==> src/rtl/fpu_addsub_seq.sv <==
// Sequential floating-point adder/subtractor: one datapath step per FSM state,
// round-to-nearest-even, denormal inputs flushed to signed zero.
module fpu_addsub_seq #(
    parameter int unsigned EXP_W = 8,
    parameter int unsigned MAN_W = 23
) (
    input  logic                 clk,
    input  logic                 rst,
    input  logic                 start,
    input  logic                 op,
    input  logic [EXP_W+MAN_W:0] A,
    input  logic [EXP_W+MAN_W:0] B,
    output logic [EXP_W+MAN_W:0] R,
    output logic                 done,
    output logic                 busy,
    output logic [3:0]           flags
);
    localparam int unsigned W  = 1 + EXP_W + MAN_W;
    localparam int unsigned DW = MAN_W + 5;
    localparam int unsigned XW = EXP_W + $clog2(DW) + 2;
    localparam logic [EXP_W-1:0]    EMAX   = '1;
    localparam logic signed [XW-1:0] EMAX_X = {{(XW-EXP_W){1'b0}}, EMAX};
    localparam logic [W-1:0]        QNAN   = {1'b0, EMAX, 1'b1, {(MAN_W-1){1'b0}}};

    typedef enum logic [2:0] {StIdle, StAlign, StAdd, StNorm, StRound, StDone} state_e;
    state_e state;

    logic [W-1:0]         a_q, b_q, spec_r_q, res_q;
    logic                 op_q, spec_q, sign_q, sub_q, zero_q;
    logic [3:0]           spec_f_q, res_f_q;
    logic [EXP_W-1:0]     exp_q;
    logic [DW-1:0]        big_q, small_q, sum_q;
    logic [DW-2:0]        m_q;
    logic signed [XW-1:0] e_q;

    // Align: classify, order by magnitude, shift the smaller operand with sticky
    logic             sa, sb, a_zero, b_zero, a_nan, b_nan, a_inf, b_inf, swap, spec;
    logic [EXP_W-1:0] ea, eb, big_e, small_e, diff;
    logic [MAN_W-1:0] fa, fb;
    logic [MAN_W:0]   ma, mb, small_m;
    logic [DW-1:0]    big_x, small_x, lost, aligned;
    logic [W-1:0]     spec_r;
    logic [3:0]       spec_f;

    always_comb begin
        sa      = a_q[W-1];
        sb      = b_q[W-1] ^ op_q;
        ea      = a_q[W-2:MAN_W];
        eb      = b_q[W-2:MAN_W];
        fa      = a_q[MAN_W-1:0];
        fb      = b_q[MAN_W-1:0];
        a_zero  = (ea == '0);
        b_zero  = (eb == '0);
        a_nan   = (ea == EMAX) && (fa != '0);
        b_nan   = (eb == EMAX) && (fb != '0);
        a_inf   = (ea == EMAX) && (fa == '0);
        b_inf   = (eb == EMAX) && (fb == '0);
        ma      = a_zero ? '0 : {1'b1, fa};
        mb      = b_zero ? '0 : {1'b1, fb};
        swap    = {eb, mb[MAN_W-1:0]} > {ea, ma[MAN_W-1:0]};
        big_e   = swap ? eb : ea;
        small_e = swap ? ea : eb;
        small_m = swap ? ma : mb;
        big_x   = {1'b0, swap ? mb : ma, 3'b000};
        small_x = {1'b0, small_m, 3'b000};
        diff    = big_e - small_e;
        lost    = small_x & ~({DW{1'b1}} << diff);
        if (32'(diff) >= MAN_W + 3) begin
            aligned = {{(DW-1){1'b0}}, |small_m};
        end else begin
            aligned = (small_x >> diff) | {{(DW-1){1'b0}}, |lost};
        end

        spec   = 1'b1;
        spec_f = 4'b0000;
        spec_r = '0;
        if (a_nan || b_nan || (a_inf && b_inf && (sa != sb))) begin
            spec_r = QNAN;
            spec_f = 4'b1000;
        end else if (a_inf) begin
            spec_r = {sa, EMAX, {MAN_W{1'b0}}};
        end else if (b_inf) begin
            spec_r = {sb, EMAX, {MAN_W{1'b0}}};
        end else if (a_zero && b_zero) begin
            spec_r = {sa & sb, {(W-1){1'b0}}};
        end else begin
            spec = 1'b0;
        end
    end

    // Normalise: carry-out shifts right keeping sticky, otherwise shift out leading zeros
    logic [XW-1:0]        lzc;
    logic [DW-2:0]        norm_m;
    logic signed [XW-1:0] e_ext, e_norm;

    always_comb begin
        lzc = XW'(DW - 1);
        for (int unsigned i = 0; i < DW - 1; i++) begin
            if (sum_q[i]) lzc = XW'(DW - 2 - i);
        end
        e_ext = $signed({{(XW-EXP_W){1'b0}}, exp_q});
        if (sum_q[DW-1]) begin
            norm_m = {sum_q[DW-1:2], sum_q[1] | sum_q[0]};
            e_norm = e_ext + XW'(1);
        end else begin
            norm_m = sum_q[DW-2:0] << lzc;
            e_norm = e_ext - $signed(lzc);
        end
    end

    logic                 inexact, up;
    logic [MAN_W+1:0]     rnd;
    logic signed [XW-1:0] e_rnd;
    logic [MAN_W-1:0]     frac;
    logic [W-1:0]         res;
    logic [3:0]           res_f;

    always_comb begin
        inexact = |m_q[2:0];
        up      = m_q[2] & (m_q[1] | m_q[0] | m_q[3]);
        rnd     = {1'b0, m_q[DW-2:3]} + {{(MAN_W+1){1'b0}}, up};
        e_rnd   = e_q + $signed({{(XW-1){1'b0}}, rnd[MAN_W+1]});
        frac    = rnd[MAN_W+1] ? rnd[MAN_W:1] : rnd[MAN_W-1:0];
        if (spec_q) begin
            res   = spec_r_q;
            res_f = spec_f_q;
        end else if (zero_q) begin
            res   = '0;
            res_f = 4'b0000;
        end else if (e_q[XW-1] || (e_q == '0)) begin
            res   = {sign_q, {(W-1){1'b0}}};
            res_f = 4'b0011;
        end else if (e_rnd >= EMAX_X) begin
            res   = {sign_q, EMAX, {MAN_W{1'b0}}};
            res_f = 4'b0101;
        end else begin
            res   = {sign_q, e_rnd[EXP_W-1:0], frac};
            res_f = {3'b000, inexact};
        end
    end

    always_ff @(posedge clk or posedge rst) begin
        if (rst) begin
            state    <= StIdle;
            R        <= '0;
            flags    <= '0;
            done     <= 1'b0;
            busy     <= 1'b0;
            a_q      <= '0;
            b_q      <= '0;
            op_q     <= 1'b0;
            spec_q   <= 1'b0;
            spec_r_q <= '0;
            spec_f_q <= '0;
            sign_q   <= 1'b0;
            sub_q    <= 1'b0;
            exp_q    <= '0;
            big_q    <= '0;
            small_q  <= '0;
            sum_q    <= '0;
            m_q      <= '0;
            e_q      <= '0;
            zero_q   <= 1'b0;
            res_q    <= '0;
            res_f_q  <= '0;
        end else begin
            done <= 1'b0;
            case (state)
                StIdle: begin
                    if (start) begin
                        a_q   <= A;
                        b_q   <= B;
                        op_q  <= op;
                        busy  <= 1'b1;
                        state <= StAlign;
                    end
                end
                StAlign: begin
                    spec_q   <= spec;
                    spec_r_q <= spec_r;
                    spec_f_q <= spec_f;
                    sign_q   <= swap ? sb : sa;
                    sub_q    <= sa ^ sb;
                    exp_q    <= big_e;
                    big_q    <= big_x;
                    small_q  <= aligned;
                    state    <= StAdd;
                end
                StAdd: begin
                    sum_q <= sub_q ? big_q - small_q : big_q + small_q;
                    state <= StNorm;
                end
                StNorm: begin
                    m_q    <= norm_m;
                    e_q    <= e_norm;
                    zero_q <= (sum_q == '0);
                    state  <= StRound;
                end
                StRound: begin
                    res_q   <= res;
                    res_f_q <= res_f;
                    state   <= StDone;
                end
                StDone: begin
                    R     <= res_q;
                    flags <= res_f_q;
                    done  <= 1'b1;
                    busy  <= 1'b0;
                    state <= StIdle;
                end
                default: state <= StIdle;
            endcase
        end
    end

endmodule
==> config.mk <==
export PLATFORM = sky130hd
export DESIGN_NAME = fpu_addsub_seq
export DESIGN_NICKNAME = d
export VERILOG_FILES = /design/src/rtl/fpu_addsub_seq.sv
export SDC_FILE = /design/constraint.sdc
export NUM_CORES = 1
export LEC_CHECK = 0
export CORE_UTILIZATION = 56
export DETAILED_ROUTE_END_ITERATION = 10
export GPL_TIMING_DRIVEN = 0
export MAX_ROUTING_LAYER = met4
export PLACE_DENSITY = 0.81
export SLEW_MARGIN = 20
export SYNTH_ARGS = -nofsm -noshare
export SYNTH_HDL_FRONTEND = slang
export SYNTH_SLANG_ARGS = --single-unit
==> constraint.sdc <==
create_clock -name clk -period 10 [get_ports clk]
set_input_delay 2 -clock clk [delete_from_list [all_inputs] [get_ports clk]]
set_output_delay 2 -clock clk [all_outputs]
set_load 0.005 [all_outputs]
---- Word-level counts from Yosys, hierarchy flattened ----
Cells that the tools add are included.
storage, ports and cells
  flip-flop bits (word level) ............. 312
  output and inout port bits .............. 38
operators by class
  $add $sub $neg .......................... 7
  magnitude comparators ................... 3
  equal/unequal tests ..................... 9
  shift operators ......................... 3
  multiplexer cells ....................... 61
  bitwise operators ....................... 10
  reductions and logical operators ........ 25
operators with widths
  kind                                                number
  two-way mux 15 bit                                  27
  two-way mux 32 bit                                  6
  two-way mux 24 bit                                  4
  two-way mux 31 bit                                  2
  two-way mux 28 bit                                  2
  zero test 23 bit                                    2
  nonzero test 23 bit                                 2
  greater-than comparator 31 bit                      1
  adder 27 x 28 -> 28 bit                             1
  bitwise AND 27 x 28 -> 28 bit                       1
  zero test 28 bit                                    1
  inverter 28 bit                                     1
  bitwise OR 28 x 1 -> 28 bit                         1
  OR reduction 28 bit                                 1
  left shift 28 x 8 -> 28 bit (first input constant)  1
  >> shifter 27 x 8 -> 28 bit                         1
  subtractor 27 x 28 -> 28 bit                        1
  two-way mux 27 bit                                  1
  left shift 27 x 15 -> 27 bit                        1
  adder 24 x 1 -> 25 bit                              1
  OR reduction 24 bit                                 1
  two-way mux 23 bit                                  1
  equality test 8 bit (second input constant)         2
  zero test 8 bit                                     2
  other kinds (27)                                    54

---- Longest topological paths before layout ----
  word-level depth ........................ 29
  gate-level depth with buffers ........... 32
  gate-level depth less buffers ........... 25

---- Worst setup path before layout ----
Ideal clock, no wire load.
  kind .................................... register -> register
  from .................................... reg b_q[23]
  to ...................................... reg small_q[2]
  library setup time ...................... 0.092 ns
  arrival time ............................ 5.902 ns
  path slack .............................. 4.006 ns
  stages on the path, launching flop included .. 30
  clock period less this slack ............ 5.994 ns
  cells stage by stage .................... dfrtp_1 -> nor4_1 -> nand2_1 -> clkbuf_1 -> and2_1 -> ha_1 -> a211o_1 -> a21oi_1 -> a2bb2oi_1 -> nand4_1 -> nand2_2 -> buf_6 -> buf_6 -> buf_2 -> buf_1 -> clkbuf_1 -> o21a_1 -> ha_1 -> inv_1 -> a21boi_0 -> o21ai_0 -> nor2b_1 -> a21oi_2 -> a31oi_4 -> o221ai_1 -> xnor2_1 -> o21a_1 -> nand2b_4 -> or4_1 -> o221ai_1
on the way
  longest elaborated chain between the ends .. 8
RTL lines
  item                                  line    source
  from (decl)                           28      logic [W-1:0] a_q, b_q, spec_r_q, res_q;
  from (signal assigned)                150     b_q <= '0;
  from (signal assigned)                172     b_q <= B;
  zero test 8 bit                       53      b_zero = (eb == '0);
  two-way mux 24 bit                    59      mb = b_zero ? '0 : {1'b1, fb};
  greater-than comparator 31 bit        60      swap = {eb, mb[MAN_W-1:0]} > {ea, ma[MAN_W-1:0]};
  two-way mux 8 bit (on tied branches)  61, 62
  subtractor 8 bit                      66      diff = big_e - small_e;
  >> shifter 27 x 8 -> 28 bit           71      aligned = (small_x >> diff) | {{(DW-1){1'b0}}, |lost};
  bitwise OR 28 x 1 -> 28 bit           71
  two-way mux 28 bit (*)                68      if (32'(diff) >= MAN_W + 3) begin
  to (signal assigned)                  186     small_q <= aligned;
  to (decl)                             32      logic [DW-1:0] big_q, small_q, sum_q;
Mark *: on every way between the ends. The rest lies on a longest branch, timed or not.
A chain may end at the register's enable or synchronous reset.

---- Worst setup path after layout ----
  from .................................... reg b_q[27]
  to ...................................... reg small_q[0]
on the way
  longest elaborated chain between the ends .. 11
RTL lines
  item                                  line    source
  zero test 8 bit                       53
  two-way mux 24 bit                    59
  greater-than comparator 31 bit        60
  two-way mux 8 bit (on tied branches)  61, 62
  subtractor 8 bit                      66
  left shift 28 x 8 -> 28 bit           67      lost = small_x & ~({DW{1'b1}} << diff);
  inverter 28 bit                       67
  bitwise AND 27 x 28 -> 28 bit         67
  OR reduction 28 bit                   71
  bitwise OR 28 x 1 -> 28 bit           71
  two-way mux 28 bit (*)                68
Marks and branches as above.

==> results by group <==
Clocking
  • TritonCTS clock tree: done
  • TritonCTS Buffers: 31
  • Clock buffer depth: 3
  • Clock root buffer: clkbuf_16
  • H-tree levels: 1
  • Post-CTS sizing: 0
  • Clock latency on the worst-skew pair: 0.60 ns
  • Clock transition at path regs: ~0.06 ns
  • Sink Count: 278
  • Post-CTS Repair Setup Buffers: 0
  • Hold Buf Count CTS: 0

Layout
  • Register Area: between 0.006 and 0.007 mm2
  • Area of the multi-input gates: 0.01117 mm2
  • Share of cells above drive strength 1: 0.08141
  • Fill cells: 2805
  • P&R area growth vs syn: 14.97%
  • Final nets: 2568

Critical path
  • Worst Path Buf+Inv: 9
  • CP max stage cell: dfrtp_1
  • Most used cell, CP: clkbuf_1
  • Crit-path max cell delay: between 0.4 and 0.5 ns
  • Critical Path Stages: 27
  • Data required time of the critical path: 10.46 ns
  • Register-to-register setup slack: about 2.2 ns
  • Crit Reg-Reg Endpoint: small_q[0]$_DFFE_PP0P_
  • CP endpoint kind: flip-flop
  • Crit path arrival time: approximately 8.3 ns
  • Startpoint types: flip-flop
  • Crit-path leading delay family: buffers and inverters
  • R2R depth: 27
  • Setup CP Type: flip-flop to flip-flop
  • Crit-path max FO: 10
  • Worst r2r src: b_q[27]$_DFFE_PP0P_

Yosys
  • Post-synth top area share: 0.3649
  • Post-synthesis adder-cell area fraction: 0.06183
  • Largest family of logic cells by synthesized area: simple AND/OR/NAND/NOR gates
  • Cell accounting for the most synthesized area: dfrtp_1
  • Most frequent cell after synthesis: nand2_1
  • Synthesized area: approximately 0.019 mm2
  • Post-synth cell types: between 90 and 100
  • Flops & latches, synth: approximately 280
  • Commonest cells post-synth: nand2_1 (405), dfrtp_1 (278), nor2_1 (178)
  • Post-synthesis xor/xnor area fraction: 0.02980
  • Ranking of synthesized cells by area: dfrtp_1 (36%), nand2_1 (8.0%), ha_1 (6.0%)
  • Post-synthesis compound-gate area fraction: 0.1970
  • Mean Syn Cell Area: ~8.4 um2
  • Post-synthesis mux area share: 0.09832
  • Post-Synth Simple-Gate Area: 0.1988
  • Ys flop type: dfrtp_1
  • Number of synthesized flops with an enable pin: 0
  • Cell count after synthesis: approximately 2300
  • Synthesis Warnings: 0
  • Sequential share of the synthesized area: 0.3649
  • Async SR Flop Fraction: 1.000
  • Syn_nets: roughly 2400

STA
  • PnR worst setup slack: between 2 and 2.5 ns
  • Max Slew Vio Count: 0
  • Fmax: 128.1 MHz
  • Rel. slew slack: 0.2398
  • Setup Skew: 0.02799 ns
  • Tmin final: ~8 ns
  • # setup viols final: 0
  • Slew at the pin with the worst max-slew slack: 1.132 ns
  • Hold Fails Final Rpt: 0
  • Period utilisation layout: 0.7809
  • RSZ-0062 raised after global routing: false

Routing
  • Vias post-DR: 18510
  • Antenna Violating Nets Remaining: 0
  • Vias per cell: roughly 6.4
  • DRT Pass-1 Iters: 6
  • DRT iter0 DRCs: roughly 1900
  • Residual DRC: 0
  • Final WL: ~65 mm
  • DR WL/cell: approximately 23 um

Global routing
  • Vias in the first global route: between 15000 and 20000
  • Antenna violations before repair: 1
  • Global-route wire length before repair: roughly 100 mm
  • Total GRT Usage: 0.3826
  • Total gr overflow: 0
  • Largest net degree at the start of global routing: between 80 and 90

Placed design
  • GP Congestion: ~0.99
  • Post-DP HPWL: around 50 mm
  • I/O Buffers: between 100 and 150
  • Worst slack, placed: between 2 and 2.5 ns

Die
  • Core Area: 0.03353 mm2
  • Die area: roughly 0.035 mm2
  • Initial Util: 0.5685
  • # IOs: roughly 110
  • Die width: ~190 um
  • Die Height: approximately 190 um
  • Cell Rows: 67

Min path
  • Hold-critical path depth: 2
  • Min-Delay Path Class: flip-flop to flip-flop
  • HP Start: res_q[26]$_DFFE_PP0N_
  • Worst Hold Endpoint: R[26]$_DFFE_PP0P_

Job
  • Total of max-cap violations: 0

Outcome
  • Status: complete, no violations
[final cells by class]
type | instances | share of cell area
clock inverters | 19 | 0.01387
plain buffers | 140 | 0.02666
flip-flops and latches | 278 | 0.3174
well taps | 448 | 0.02558
diodes | 1 | 0.0001142
inverters | 95 | 0.01661
repair buffers | 108 | 0.05172
multi-input cells | 1753 | 0.5094
clock buffers | 39 | 0.03859
[worst reg2reg max path, stage by stage, from the launching register on]
cell,delay [ns]
dfrtp_1,0.47
nor4_1,0.33
nand2_1,0.24
clkbuf_1,0.28
and2_1,0.32
ha_1,0.37
a211o_1,0.28
a21oi_1,0.23
a2bb2oi_1,0.26
nand4_1,0.17
nand2_2,0.25
buf_6,0.21
buf_6,0.18
buf_2,0.26
buf_1,0.45
clkbuf_1,0.46
o21a_1,0.21
ha_1,0.24
clkbuf_1,0.25
inv_1,0.19
clkbuf_1,0.42
nand2_1,0.24
a22o_1,0.29
a211oi_1,0.24
a2bb2oi_1,0.25
o211ai_1,0.12
nor4_1,0.30
a31oi_1,0.15
[routing by layer]
layer | up-vias | wire [um] | share of wire | global-route usage
met5 | - | 0 | 0 | -
met4 | 0 | 3606 | 0.056 | 0.1822
met3 | 231 | 4498 | 0.069 | 0.04476
met2 | 944 | 31430 | 0.48 | 0.6388
met1 | 8937 | 25420 | 0.39 | 0.4623
li1 | 8395 | - | - | -
[cells in the final DEF, fill, tap and decap left out, types with 27 or more instances in the layout]
cell type and instances:
a31oi_1 40, inv_1 90, clkdlybuf4s50_1 105, mux2_2 68
xnor2_1 42, nand3_1 57, dfrtp_1 278, o21ai_0 165
nand2_1 405, clkbuf_1 106, nor4_1 27, a21oi_1 136
ha_1 91, mux2i_1 90, nor3_1 58, clkbuf_16 31
nor2_1 178
[how the worst max path moves through the flow]
| stage | start | end | slack (ns) |
|---|---|---|---|
| 3_3_place_gp | rst | big_q[13]$_DFFE_PP0P_ | -2.64 |
| 5_1_grt | b_q[28]$_DFFE_PP0P_ | small_q[8]$_DFFE_PP0P_ | 1.60 |
| 3_5_place_dp | b_q[27]$_DFFE_PP0P_ | small_q[1]$_DFFE_PP0P_ | 2.42 |
| 2_1_floorplan | rst | R[0]$_DFFE_PP0P_ | 0.33 |
| 6_report | b_q[27]$_DFFE_PP0P_ | small_q[0]$_DFFE_PP0P_ | 2.19 |
| 4_1_cts | b_q[27]$_DFFE_PP0P_ | small_q[0]$_DFFE_PP0P_ | 2.38 |
[metrics by stage]
stage	hold slack, ns	utilization	std cells	setup TNS [ns]	instance area, um2
final	0.4686	0.6536	2881	0	21920
after global routing	0.4833	0.6536	2881	0	21920
after CTS	0.4704	0.6535	2880	0	21910
after detailed placement	0.4558	0.6193	2822	0	20760
after global placement	0.4495	0.6166	2819	-724.08	20670
after floorplan	0.4386	-	2266	0	19060
[state kept, by name, indices dropped and copies added (netlist names), 3 cells and up]
register  count
R            32
a_q          32
b_q          32
big_q        24
e_q          15
exp_q         8
flags         4
m_q          27
res_f_q       4
res_q        32
small_q      27
spec_r_q      3
state         3
sum_q        28
[logic make-up after synthesis]
kind of cell | count (synthesis)
compound gates | 581
flops | 278
xor+xnor | 64
mux | 168
buf+inv | 235
simple gates | 847
fa+ha+maj | 93
Power is left out: the tool's default activity adds up to more than one toggle a clock period on the data nets, which glitch-free logic cannot reach.
